===== config.mk =====
export PLATFORM = sky130hd
export DESIGN_NAME = chaos_checkpoint_monitor
export DESIGN_NICKNAME = d
export VERILOG_FILES = /design/src/rtl/chaos_mon_pkg.sv /design/src/rtl/chaos_checkpoint_monitor_filter.sv /design/src/rtl/chaos_checkpoint_monitor.sv
export SDC_FILE = /design/constraint.sdc
export NUM_CORES = 1
export LEC_CHECK = 0
export CAP_MARGIN = 0
export CORE_ASPECT_RATIO = 1.75
export CORE_MARGIN = 2
export CORE_UTILIZATION = 40
export DETAILED_ROUTE_END_ITERATION = 8
export GPL_ROUTABILITY_DRIVEN = 1
export HOLD_SLACK_MARGIN = 0.15
export PLACE_DENSITY = 0.63
export SYNTH_ARGS = -nofsm -noshare
export SYNTH_HDL_FRONTEND = slang
export SYNTH_SLANG_ARGS = --single-unit
export TNS_END_PERCENT = 100

===== constraint.sdc =====
create_clock -name clock -period 5.1 [get_ports clock]
set_clock_uncertainty 0.1 [all_clocks]
set_input_delay 0.51 -clock clock [delete_from_list [all_inputs] [get_ports clock]]
set_output_delay 0.51 -clock clock [all_outputs]
set_load 0.005 [all_outputs]

===== src/rtl/chaos_mon_pkg.sv =====
// Shared constants and helpers for the chaos checkpoint monitor.
package chaos_mon_pkg;

  // Controller states
  localparam logic [1:0] ST_IDLE = 2'd0;
  localparam logic [1:0] ST_WAIT = 2'd1;
  localparam logic [1:0] ST_DONE = 2'd2;

  // Fail codes reported on fail_code
  localparam logic [2:0] FC_NONE  = 3'd0;
  localparam logic [2:0] FC_GTO   = 3'd1;
  localparam logic [2:0] FC_STO   = 3'd2;
  localparam logic [2:0] FC_SEQ   = 3'd3;
  localparam logic [2:0] FC_CFG   = 3'd4;
  localparam logic [2:0] FC_ABORT = 3'd5;

  // Resolve simultaneous terminating events into one fail code.
  // A final-step accept outranks every watchdog and reports no failure.
  function automatic logic [2:0] resolve_fc(input logic abort_ev,
                                            input logic final_ev,
                                            input logic gto_ev,
                                            input logic sto_ev,
                                            input logic seq_ev);
    logic [2:0] fc;
    fc = FC_NONE;
    if (abort_ev)      fc = FC_ABORT;
    else if (final_ev) fc = FC_NONE;
    else if (gto_ev)   fc = FC_GTO;
    else if (sto_ev)   fc = FC_STO;
    else if (seq_ev)   fc = FC_SEQ;
    return fc;
  endfunction

endpackage


===== src/rtl/chaos_checkpoint_monitor_filter.sv =====
// Glitch filter: a value is stable once it has been seen on FILT
// consecutive edges (the current edge included).
module chaos_mon_filter
  import chaos_mon_pkg::*;
#(
  parameter int unsigned WIDTH = 16,
  parameter int unsigned FILT  = 2
) (
  input  logic             clock,
  input  logic             resetb,
  input  logic [WIDTH-1:0] mon,
  output logic             stable_c,
  output logic             changed_c,
  output logic [WIDTH-1:0] sample_c
);

  localparam int unsigned RW = $clog2(FILT + 1);

  logic [WIDTH-1:0] prev_q, prev_d;
  logic [RW-1:0]    run_q, run_d;

  // Run length including the current edge; stable is judged on that value
  always_comb begin
    prev_d    = mon;
    changed_c = (mon != prev_q);
    run_d     = run_q;
    if (changed_c) begin
      run_d = RW'(1);
    end else if (run_q < RW'(FILT)) begin
      run_d = RW'(run_q + RW'(1));
    end
    stable_c = (run_d >= RW'(FILT));
    sample_c = mon;
  end

  // Previous sample and run counter
  always_ff @(posedge clock) begin
    if (!resetb) begin
      prev_q <= '0;
      run_q  <= '0;
    end else begin
      prev_q <= prev_d;
      run_q  <= run_d;
    end
  end

endmodule


===== src/rtl/chaos_checkpoint_monitor.sv =====
// Checkpoint-sequence monitor: matches filtered mon values against an
// expected table in order, with global and per-step watchdogs.
module chaos_checkpoint_monitor
  import chaos_mon_pkg::*;
#(
  parameter int unsigned WIDTH = 16,
  parameter int unsigned DEPTH = 8,
  parameter int unsigned CNT_W = 24,
  parameter int unsigned FILT  = 2
) (
  input  logic                     clock,
  input  logic                     resetb,
  input  logic                     tbl_we,
  input  logic [$clog2(DEPTH)-1:0] tbl_addr,
  input  logic [WIDTH-1:0]         tbl_data,
  input  logic [$clog2(DEPTH):0]   num_steps,
  input  logic [CNT_W-1:0]         timeout,
  input  logic [CNT_W-1:0]         step_timeout,
  input  logic                     strict,
  input  logic                     start,
  input  logic                     abort,
  input  logic [WIDTH-1:0]         mon,
  output logic                     busy,
  output logic                     done,
  output logic                     pass,
  output logic [2:0]               fail_code,
  output logic [$clog2(DEPTH):0]   step,
  output logic [CNT_W-1:0]         elapsed,
  output logic [WIDTH-1:0]         last_val
);

  localparam int unsigned AW = $clog2(DEPTH);
  localparam int unsigned SW = AW + 1;

  logic [1:0]       state_q, state_d;
  logic             busy_q, busy_d;
  logic             done_q, done_d;
  logic             pass_q, pass_d;
  logic [2:0]       fc_q, fc_d;
  logic [SW-1:0]    step_q, step_d;
  logic [SW-1:0]    nsteps_q, nsteps_d;
  logic [CNT_W-1:0] elapsed_q, elapsed_d;
  logic [CNT_W-1:0] stmr_q, stmr_d;
  logic [CNT_W-1:0] timeout_q, timeout_d;
  logic [CNT_W-1:0] stimeout_q, stimeout_d;
  logic [WIDTH-1:0] last_q, last_d;
  logic             strict_q, strict_d;
  logic             consumed_q, consumed_d;
  logic [WIDTH-1:0] tbl_q [DEPTH];
  logic [WIDTH-1:0] tbl_d [DEPTH];

  logic             stable_c;
  logic             changed_c;
  logic [WIDTH-1:0] sample_c;
  logic [WIDTH-1:0] exp_c;
  logic             consumed_eff_c;
  logic             acc_c;
  logic             fin_c;
  logic             gto_c;
  logic             sto_c;
  logic             seq_c;
  logic             term_c;
  logic             cfg_bad_c;

  chaos_mon_filter #(
    .WIDTH (WIDTH),
    .FILT  (FILT)
  ) u_filter (
    .clock     (clock),
    .resetb    (resetb),
    .mon       (mon),
    .stable_c  (stable_c),
    .changed_c (changed_c),
    .sample_c  (sample_c)
  );

  // Expected-table write port; locked out while a run is in progress
  always_comb begin
    tbl_d = tbl_q;
    if (tbl_we && !busy_q) begin
      for (int unsigned i = 0; i < DEPTH; i++) begin
        if (tbl_addr == AW'(i)) tbl_d[i] = tbl_data;
      end
    end
  end

  // Match and watchdog event decode for the current edge
  always_comb begin
    exp_c = '0;
    for (int unsigned i = 0; i < DEPTH; i++) begin
      if (step_q == SW'(i)) exp_c = tbl_q[i];
    end
    // An accepted value must leave and return before it can be accepted again
    consumed_eff_c = consumed_q && !changed_c;
    acc_c     = stable_c && !consumed_eff_c && (sample_c == exp_c);
    fin_c     = acc_c && (SW'(step_q + SW'(1)) == nsteps_q);
    gto_c     = (timeout_q != '0) && (elapsed_q == CNT_W'(timeout_q - CNT_W'(1)));
    sto_c     = (stimeout_q != '0) && (stmr_q == CNT_W'(stimeout_q - CNT_W'(1)));
    seq_c     = strict_q && stable_c && (sample_c != exp_c) && (sample_c != last_q);
    term_c    = abort || fin_c || gto_c || sto_c || seq_c;
    cfg_bad_c = (num_steps == '0) || (num_steps > SW'(DEPTH));
  end

  // Next-state and output logic
  always_comb begin
    state_d    = state_q;
    busy_d     = busy_q;
    done_d     = done_q;
    pass_d     = pass_q;
    fc_d       = fc_q;
    step_d     = step_q;
    nsteps_d   = nsteps_q;
    elapsed_d  = elapsed_q;
    stmr_d     = stmr_q;
    timeout_d  = timeout_q;
    stimeout_d = stimeout_q;
    last_d     = last_q;
    strict_d   = strict_q;
    consumed_d = consumed_eff_c;

    case (state_q)
      ST_IDLE, ST_DONE: begin
        if (start) begin
          step_d    = '0;
          elapsed_d = '0;
          pass_d    = 1'b0;
          if (cfg_bad_c) begin
            state_d = ST_DONE;
            busy_d  = 1'b0;
            done_d  = 1'b1;
            fc_d    = FC_CFG;
          end else begin
            state_d    = ST_WAIT;
            busy_d     = 1'b1;
            done_d     = 1'b0;
            fc_d       = FC_NONE;
            stmr_d     = '0;
            last_d     = sample_c;
            nsteps_d   = num_steps;
            timeout_d  = timeout;
            stimeout_d = step_timeout;
            strict_d   = strict;
            consumed_d = 1'b0;
          end
        end
      end

      ST_WAIT: begin
        if (acc_c && !abort) begin
          step_d     = SW'(step_q + SW'(1));
          last_d     = sample_c;
          consumed_d = 1'b1;
        end
        if (term_c) begin
          // elapsed and the step timer freeze on the deciding edge
          state_d = ST_DONE;
          busy_d  = 1'b0;
          done_d  = 1'b1;
          pass_d  = fin_c && !abort;
          fc_d    = resolve_fc(abort, fin_c, gto_c, sto_c, seq_c);
        end else begin
          elapsed_d = (elapsed_q == '1) ? elapsed_q : CNT_W'(elapsed_q + CNT_W'(1));
          if (acc_c) begin
            stmr_d = '0;
          end else begin
            stmr_d = (stmr_q == '1) ? stmr_q : CNT_W'(stmr_q + CNT_W'(1));
          end
        end
      end

      default: begin
        state_d = ST_IDLE;
      end
    endcase
  end

  // State, run bookkeeping and expected table
  always_ff @(posedge clock) begin
    if (!resetb) begin
      state_q    <= ST_IDLE;
      busy_q     <= 1'b0;
      done_q     <= 1'b0;
      pass_q     <= 1'b0;
      fc_q       <= FC_NONE;
      step_q     <= '0;
      nsteps_q   <= '0;
      elapsed_q  <= '0;
      stmr_q     <= '0;
      timeout_q  <= '0;
      stimeout_q <= '0;
      last_q     <= '0;
      strict_q   <= 1'b0;
      consumed_q <= 1'b0;
      for (int unsigned i = 0; i < DEPTH; i++) begin
        tbl_q[i] <= '0;
      end
    end else begin
      state_q    <= state_d;
      busy_q     <= busy_d;
      done_q     <= done_d;
      pass_q     <= pass_d;
      fc_q       <= fc_d;
      step_q     <= step_d;
      nsteps_q   <= nsteps_d;
      elapsed_q  <= elapsed_d;
      stmr_q     <= stmr_d;
      timeout_q  <= timeout_d;
      stimeout_q <= stimeout_d;
      last_q     <= last_d;
      strict_q   <= strict_d;
      consumed_q <= consumed_d;
      for (int unsigned i = 0; i < DEPTH; i++) begin
        tbl_q[i] <= tbl_d[i];
      end
    end
  end

  assign busy      = busy_q;
  assign done      = done_q;
  assign pass      = pass_q;
  assign fail_code = fc_q;
  assign step      = step_q;
  assign elapsed   = elapsed_q;
  assign last_val  = last_q;

endmodule


* Word-level counts from Yosys, hierarchy flattened
Index checks and enable logic that the tools add are counted.
** Cells by class
- Add/sub/neg operators :: 6
- $lt $le $gt $ge :: 3
- Equal/unequal tests :: 32
- Mux-type cells :: 55
- Bitwise gates (word level) :: 1
- Reductions and logical operators :: 44
** Operator list (number)
- 24-bit 2-to-1 mux :: 8
- 16-bit 2-to-1 mux :: 11
- 24-bit case mux with 2 select lines :: 2
- 24-bit by 1-bit adder with 24-bit output (second input constant) :: 2
- 24-bit == test :: 2
- 24-bit == test (second input constant) :: 2
- 16-bit inequality test :: 3
- 24-bit nonzero test :: 2
- 24-bit by 1-bit subtractor with 24-bit output (second input constant) :: 2
- 16-bit case mux with 2 select lines :: 1
- 2-bit 2-to-1 mux :: 9
- 2-bit AND reduction :: 9
- 16-bit == test :: 1
- 4-bit by 3-bit == test with 1-bit output (second input constant) :: 4
- 3-bit == test (second input constant) :: 4
- 1-bit logical AND :: 12
- 3-bit 2-to-1 mux :: 4
- 2-bit inequality test (second input constant) :: 6
- 1-bit 2-to-1 mux :: 11
- 3-bit AND reduction :: 3
- 4-bit by 2-bit == test with 1-bit output (second input constant) :: 2
- 4-bit logical NOT :: 2
- 4-bit 2-to-1 mux :: 2
- 1-bit case mux with 2 select lines :: 4
- other kinds (24) :: 33
** Storage, ports and cells
- Flip-flop bits (word level) :: 276
- Input bits :: 93
- Output and inout port bits :: 50
- Word-level logic and storage cells :: 165

* Longest topological paths before layout
Gate-level depths: netlist (run 1).
- Word-level depth :: 19
- Depth in mapped cells :: 18
- Gate-level depth less buffers :: 13

* Hierarchy
A second synthesis (run 1) with hierarchy kept.
** Second synthesis, totals
- Cell total of the unflattened synthesis :: 1991
- Area, all modules :: 15074.5 um2
** By module, submodules not included
- chaos_checkpoint_monitor :: times used 1, cells an instance 1912, area each 14269.9 um2, seq. area each 5165.0 um2
- chaos_mon_filter :: times used 1, cells an instance 79, area each 804.5 um2, seq. area each 360.3 um2

* Least setup slack after synthesis (run 1)
No wires, ideal clock.
- Path type :: reg2reg
- Start point :: register step_q[1] (netlist: step[1])
- End point :: register last_q[13] (netlist: last_val[13])
- Arrival :: 3.467 ns
- Data required time :: 4.872 ns
- Path slack :: 1.406 ns
- Stages on the path, launching flop included :: 19
- Period minus slack after synthesis :: 3.694 ns
- Cell sequence :: dfxtp_1 inv_1 ha_1 buf_2 buf_4 buf_2 nor3b_1 o21ai_0 a21boi_0 a2111oi_2 nand4_1 nor4_2 nand2_1 nor4_4 o22a_1 buf_4 buf_6 mux2i_1 nor2_1
** On the way
- Longest elaborated chain between the ends :: 14
- Elaborated cells between the ends (all ways) :: 21
- Those cells by class :: eq/ne (9); mux (8); reduce/logical (4)
** RTL lines
- start: declaration :: RTL line chaos_checkpoint_monitor.sv:40 : logic [SW-1:0] step_q, step_d;
- start signal: assignment :: RTL line chaos_checkpoint_monitor.sv:203 : step_q <= step_d;
- 4-bit logical NOT :: RTL line chaos_checkpoint_monitor.sv:91 : if (step_q == SW'(i)) exp_c = tbl_q[i];
- 16-bit 2-to-1 mux (7 in a row) :: RTL line chaos_checkpoint_monitor.sv:91
- 16-bit 2-to-1 mux * :: RTL line chaos_checkpoint_monitor.sv:91
- 16-bit == test * :: RTL line chaos_checkpoint_monitor.sv:95 : acc_c = stable_c && !consumed_eff_c && (sample_c == exp_c);
- 1-bit logical AND * :: RTL line chaos_checkpoint_monitor.sv:95
- 1-bit logical AND * :: RTL line chaos_checkpoint_monitor.sv:149 : if (acc_c && !abort) begin
- 2-bit inequality test (no source line) *
- 4-bit AND reduction (no source line) *
- end signal: assignment :: RTL line chaos_checkpoint_monitor.sv:209 : last_q <= last_d;
- end: declaration :: RTL line chaos_checkpoint_monitor.sv:46 : logic [WIDTH-1:0] last_q, last_d;
Mark *: on every way between the ends. The rest lies on a longest branch, timed or not.
A chain may end at the register's enable or synchronous reset.

* Worst setup path in the final report (run 1)
- Start point :: register step_q[0] (netlist: step[0])
- End point :: register last_q[13] (netlist: last_val[13])
Same word-level chain as after synthesis.

==> flow_summary.json, run 1 <==
{
  "routedWlPerCell_um": 19.7,
  "insertion_delay_ns": 0.57,
  "ys_seq_area_share_pct": 36.5,
  "maxSlewViolCount": 0,
  "yosys_warnings": 0,
  "clkSlewWorstSetupHoldPaths_ns": 0.06,
  "portBuffers": 142,
  "firstDrtPassIters": 5,
  "cts_buffers": 28,
  "cp_slowest_cell": "ha_1",
  "hold_violations": 0,
  "synth-edff-count": 0,
  "critPathTopFamily": "compound AO/OA/AOI/OAI gates",
  "synth_flop_cell": "dfxtp_1",
  "reg2regPathDepth": 14,
  "antenna_found_initial": 0,
  "grt_pass1_vias": 14015,
  "p_per_area_nw_per_um2": 296,
  "synth_seq_cells": 276,
  "worstPathCellList": "ha_1 -> nand2_1 -> o2111a_1 -> o32a_1 -> o21ai_0 -> xor2_1 -> nor4_2 -> nand2_1 -> nor4_4 -> buf_4 -> o22a_1 -> buf_4 -> mux2i_1 -> nor2_1",
  "synthesis.instances": 1982,
  "std_cell_rows": 94,
  "end_kind": "flop",
  "dr.first_iter.drc_count": 891,
  "tightestPinTransition_ns": 1.18,
  "drive_gt1_share_pct": 7.02,
  "p_total_mw": 5.26,
  "via_per_inst": 5.75,
  "synth_top_area_share_pct": 36.5,
  "drc": 0,
  "grt_pass1_wl_um": 76900,
  "slew_headroom_pct": 21.1,
  "cts_tree": "built",
  "synthTopCellsByArea": "dfxtp_1, nand2_1, a21oi_1",
  "synth_area_leader_cell": "dfxtp_1",
  "coreArea_um2": 37400,
  "final-setup-viol-count": 0,
  "power.leakage_nw": 6.04,
  "max_cap_viol_count": 0,
  "critPathLaunchType": "flop",
  "place_inst": 2479,
  "post_cts_buffers": 0,
  "syn-cell-area_um2": 15100,
  "syn2layout_area_growth_pct": 17.6,
  "pin_count": 143,
  "final.min_clock_period_ns": 4.61,
  "routed_wl_um": 49900,
  "ys_types": 91,
  "die-width_um": 151,
  "critPathMaxStageDelay_ns": 0.73,
  "ctsHoldBuffers": 0,
  "initial_core_util_pct": 40.4,
  "crit_type": "reg -> reg",
  "nNetsFinal": 2132,
  "place_congestion": 0.956,
  "avgSynthCellArea_um2": 7.63,
  "cts.sinks": 276,
  "final_cell_count_no_fill": 2530,
  "peakVddDrop_v": 0.000174,
  "root_buffer": "clkbuf_16",
  "timing.final.crit_share_pct": 90.4,
  "cts_max_path_buffers": 3,
  "cp.arrival_ns": 4.94,
  "synthArstFlopShare_pct": 0,
  "grt_max_degree": 126,
  "syn_nets": 2085,
  "grt.overflow.total": 0,
  "place_hpwl_um": 36900,
  "die-area_um2": 39400,
  "ctsResizeCount": 0,
  "vias": 14540,
  "worstSetupPathDepth": 14,
  "fin_area_um2": 17800,
  "whs_path_depth": 2,
  "die_height_um": 261,
  "outcome": "completed",
  "insertedDiodeCount": 0,
  "place_area_um2": 16800,
  "ant_nets": 0,
  "cp_num_buf_inv": 2,
  "cp_max_fo": 21,
  "grt_use_total_pct": 24.8,
  "required_ns": 5.43,
  "setup-tns-final_ns": 0,
  "fmax_mhz": 217,
  "worstHoldPathType": "reg -> reg",
  "h-tree-depth": 1,
  "rsz0062_at_grt": "no"
}
-- area by class of cell --
cell class              count  area [µm²]
clock buffers              41         841
clock inverters            10         159
fillers                  3667       19600
inverters                  40         155
multi-input cells        1505        8780
flip-flops and latches    276        5530
well taps                 480         601
repair buffers            178        1720
-- flip-flops by register name, summed over array words and instances, names as in the netlist --
name	count
timeout_q	24
last_val	16
busy	1
tbl_q	128
pass	1
step	4
elapsed	24
done	1
strict_q	1
nsteps_q	4
u_filter.prev_q	16
stimeout_q	24
state_q	2
consumed_q	1
stmr_q	24
u_filter.run_q	2
fail_code	3
-- power breakdown --
part | switching [mW] | internal, mW
clock network | 0.892 | 1.34
logic | 0.426 | 0.314
registers | 0.0705 | 2.22
total | 1.39 | 3.88
-- per-layer routing --
layer  GRT usage [%]  wire length [µm]  share of wire (%)
met5               0                 0                  0
met4            13.1              2750                5.5
met3            2.96              2420                4.9
met2            48.2             27000                 54
met1            25.2             17700                 35
-- synthesized netlist by cell type (6+ instances only) --
master	instances
o211ai_1	11
nor3b_1	6
a221oi_1	17
a211oi_1	20
or4_1	10
inv_1	39
buf_6	6
nand4b_1	7
a31o_2	7
o21bai_1	7
xor2_1	48
a31oi_1	16
o32ai_1	6
a22oi_1	9
buf_1	9
clkbuf_2	16
nor2_1	94
o21ai_0	36
nand3_1	30
and3_1	17
buf_2	20
o22ai_1	11
nor4_1	23
a211oi_2	10
and4_1	7
and2_1	21
mux2i_1	28
nor2b_1	30
a21o_1	7
o21ai_1	16
clkbuf_1	105
or3_1	16
nand3b_1	17
dfxtp_1	276
nor3_1	30
o21a_1	6
nor3_2	7
a21oi_1	274
nand2_1	441
a22o_1	6
nand2b_1	21
nand4_1	30
xnor2_1	56
ha_1	10
-- worst paths after layout --
| kind | slack (ns) | start | end |
|---|---|---|---|
| worst max register to register | 0.49 | step[0]$_SDFFE_PN0P_ | last_val[13]$_SDFFE_PN0P_ |
| worst min-delay path | 0.36 | tbl_q[85]$_SDFFE_PN0P_ | tbl_q[85]$_SDFFE_PN0P_ |
| worst min register to register | 0.36 | tbl_q[85]$_SDFFE_PN0P_ | tbl_q[85]$_SDFFE_PN0P_ |
| worst max-delay path | 0.49 | step[0]$_SDFFE_PN0P_ | last_val[13]$_SDFFE_PN0P_ |
-- layout by cell type (no fill, tap or decap), types with 11 or more instances in the layout --
cell type,instances
nand2b_1,21
nor3_1,30
nor2_1,92
inv_1,38
dfxtp_1,276
and2_1,21
or3_1,16
o21ai_0,36
a211oi_1,20
a21oi_1,274
nand4_1,30
xnor2_1,56
buf_4,34
xor2_1,48
clkdlybuf4s50_1,142
clkbuf_16,29
o21ai_1,16
a31oi_1,16
a221oi_1,17
nand2_1,440
nand3_1,30
nand3b_1,17
o22ai_1,11
and3_1,17
o211ai_1,11
nor2b_1,30
mux2i_1,28
nor4_1,22
-- metrics by stage --
| stage | setup slack (ns) | util, % | hold slack, ns |
|---|---|---|---|
| floorplan | 1.41 | - | 0.331 |
| global placement | 0.601 | 44.9 | 0.342 |
| detailed placement | 0.495 | 44.9 | 0.347 |
| CTS | 0.524 | 47.5 | 0.355 |
| global route | 0.147 | 47.5 | 0.376 |
| finish | 0.489 | 47.5 | 0.356 |
-- cells by family after synthesis --
kind of cell	count (synthesis)	share of synthesized area (%)
mux	30	2.00
xor+xnor	104	6.02
buf+inv	201	5.71
compound gates	530	22.5
flops	276	36.5
fa+ha+maj	10	0.827
simple gates	831	26.4
-- tightest hold or removal path: cells and delay by family, from the launching register on --
family,cells,cell delay (ns)
AOI/OAI and AO/OA,1,0.05
DFF,1,0.31
and+or+nand+nor,1,0.05
No activity file was read; power rests on OpenSTA's default activity.
==> run 2, diff against run 1 <==
- CTS_CLUSTER_SIZE: not set -> 30
==> results of run 2 <==
No change in the layout: final DEF, timing and power equal those of run 1.
==> run 3, diff against run 2 <==
- CTS_CLUSTER_DIAMETER: not set -> 200
- CTS_CLUSTER_SIZE: 30 -> 14
==> run 3 against run 2 <==
Register-to-register slack lost 0.04 ns. Cell count shrank 1.0%. Largest cell class unchanged. Critical path depth is the same. Critical endpoint unchanged. Core utilization shrank 1.0 points. Die area is the same. Combinational power is essentially flat. Sequential cell count is the same.
==> flow_summary.json, run 3 (same netlist as run 1, synthesis figures left out) <==
{
  "rsz0062_at_grt": "no",
  "dr.first_iter.drc_count": 939,
  "std_cell_rows": 94,
  "final.min_clock_period_ns": 4.65,
  "clkSlewWorstSetupHoldPaths_ns": 0.07,
  "place_hpwl_um": 36900,
  "pin_count": 143,
  "combPwrFrac_pct": 15.8,
  "switching_share_pct": 27.6,
  "drive_gt1_share_pct": 6.08,
  "p_per_area_nw_per_um2": 269,
  "regArea_um2": 5530,
  "outcome": "completed",
  "peakVddDrop_v": 0.000222,
  "h-tree-depth": 1,
  "ctsResizeCount": 0,
  "via_per_inst": 5.77,
  "place_congestion": 0.956,
  "required_ns": 5.41,
  "crit_top_cell": "buf_4",
  "insertedDiodeCount": 0,
  "root_buffer": "clkbuf_16",
  "grt.overflow.total": 0,
  "reg2regPathDepth": 14,
  "grt_pass1_vias": 13929,
  "p_clk_share_pct": 35.2,
  "ctsHoldBuffers": 0,
  "end_kind": "flop",
  "maxSlewViolCount": 0,
  "final_cell_mix": "nand2_1, dfxtp_1, a21oi_1",
  "die-width_um": 151,
  "syn2layout_area_growth_pct": 15.0,
  "initial_core_util_pct": 40.4,
  "timing.final.crit_share_pct": 91.2,
  "final_common_cell": "nand2_1",
  "critPathLaunchType": "flop",
  "routedWlPerCell_um": 19.9,
  "cp.arrival_ns": 4.96,
  "insertion_delay_ns": 0.55,
  "cts_tree": "built",
  "worstHoldPathType": "reg -> reg",
  "grt_max_degree": 126,
  "cp_slowest_cell": "ha_1",
  "worstPathCellList": "ha_1 -> nand2b_1 -> a21oi_1 -> o32ai_1 -> a221oi_1 -> a311oi_1 -> and4b_1 -> nand2_1 -> nor4_4 -> buf_4 -> o22a_1 -> buf_4 -> mux2i_1 -> nor2_1",
  "cts_max_path_buffers": 3,
  "hold_violations": 0,
  "largest_reg_flops": 128,
  "coreArea_um2": 37400,
  "cts_buffers": 23,
  "vias": 14440,
  "ff2ff_setup_slack_ns": 0.45,
  "num-fill-cells": 3716,
  "cp-endpoint": "last_val[13]$_SDFFE_PN0P_",
  "portBuffers": 142,
  "setup-tns-final_ns": 0,
  "crit_start": "step[0]$_SDFFE_PN0P_",
  "place_area_um2": 16800,
  "post-route-util_pct": 46.5,
  "p_int_mw": 3.38,
  "tightestPinTransition_ns": 1.18,
  "nNetsFinal": 2127,
  "multiInputGateArea_um2": 8780,
  "grt_pass1_wl_um": 76600,
  "routed_wl_um": 49800,
  "firstDrtPassIters": 5,
  "seqPwrFrac_pct": 49.0,
  "cts.sinks": 276,
  "slew_headroom_pct": 21.2,
  "cp_max_fo": 21,
  "reg2reg_to": "last_val[13]$_SDFFE_PN0P_",
  "max_cap_viol_count": 0,
  "power.leakage_nw": 5.85,
  "fin_area_um2": 17400,
  "die-area_um2": 39400,
  "ant_nets": 0,
  "grt_use_total_pct": 24.7,
  "largest_register": "tbl_q",
  "r2r_start": "step[0]$_SDFFE_PN0P_",
  "crit_type": "reg -> reg",
  "p_switching_mw": 1.29,
  "final-setup-viol-count": 0,
  "drc": 0,
  "antenna_found_initial": 0,
  "post_cts_buffers": 0,
  "critPathMaxStageDelay_ns": 0.74,
  "die_height_um": 261,
  "fmax_mhz": 215
}
==> run 3: cell count changes in the layout (fill, tap and decap cells not counted), sizes merged <==
cell and delta:
clkinv -4, clkbuf -18, bufinv -3, clkinvlp -1
==> run 3: power by group through the flow <==
stage	clock [mW]	sequential (mW)	combinational, mW
floorplan	0	2.31	0.507
detailed placement	0	2.34	0.738
finish	1.64	2.29	0.740
global placement	0	2.33	0.728
CTS	1.68	2.29	0.742
global route	1.74	2.30	0.812
==> run 3: metrics by stage <==
step           power, mW  cells  setup WS, ns  hold WS [ns]
2_1_floorplan       2.82   1982          1.41         0.331
3_3_place_gp        3.06   2479         0.601         0.342
3_5_place_dp        3.07   2479         0.495         0.347
4_1_cts             4.71   2504         0.509         0.356
5_1_grt             4.85   2504         0.114         0.377
6_report            4.67   2504         0.448         0.356
==> run 3: area by class of cell <==
cell class	count	share of cell area, %
clock buffer	23	3.31
clock inverter	2	0.223
inverter	40	0.892
multi-input combinational	1505	50.5
sequential	276	31.8
tap	480	3.45
timing repair buffer	178	9.87
==> run 3: how the worst min path moves through the flow <==
stage	end	slack, ns	cells past startpoint	from
after detailed placement	tbl_q[34]$_SDFFE_PN0P_	0.35	2	tbl_q[34]$_SDFFE_PN0P_
final	tbl_q[34]$_SDFFE_PN0P_	0.36	2	tbl_q[34]$_SDFFE_PN0P_
after global routing	tbl_q[95]$_SDFFE_PN0P_	0.38	2	tbl_q[95]$_SDFFE_PN0P_
after global placement	tbl_q[70]$_SDFFE_PN0P_	0.34	2	tbl_q[70]$_SDFFE_PN0P_
after floorplan	tbl_q[84]$_SDFFE_PN0P_	0.33	2	tbl_q[84]$_SDFFE_PN0P_
after CTS	tbl_q[34]$_SDFFE_PN0P_	0.36	2	tbl_q[34]$_SDFFE_PN0P_
==> run 3: layer usage <==
| metal | track usage [%] | vias to the layer above | part of all wire [%] |
|---|---|---|---|
| met1 | 25.1 | 6865 | 36 |
| met5 | 0 | - | 0 |
| met4 | 13.8 | 0 | 6.0 |
| met2 | 48.0 | 410 | 54 |
| li1 | - | 7015 | - |
| met3 | 2.54 | 150 | 4.0 |
==> run 3: worst max-delay path: cells and delay by family (launching register included) <==
| kind | cells | cell delay, ns |
|---|---|---|
| adders and majority gates | 1 | 0.74 |
| AOI/OAI and AO/OA | 5 | 1.31 |
| DFF | 1 | 0.51 |
| and+or+nand+nor | 5 | 1.14 |
| buffers and inverters | 2 | 0.46 |
| muxes | 1 | 0.23 |
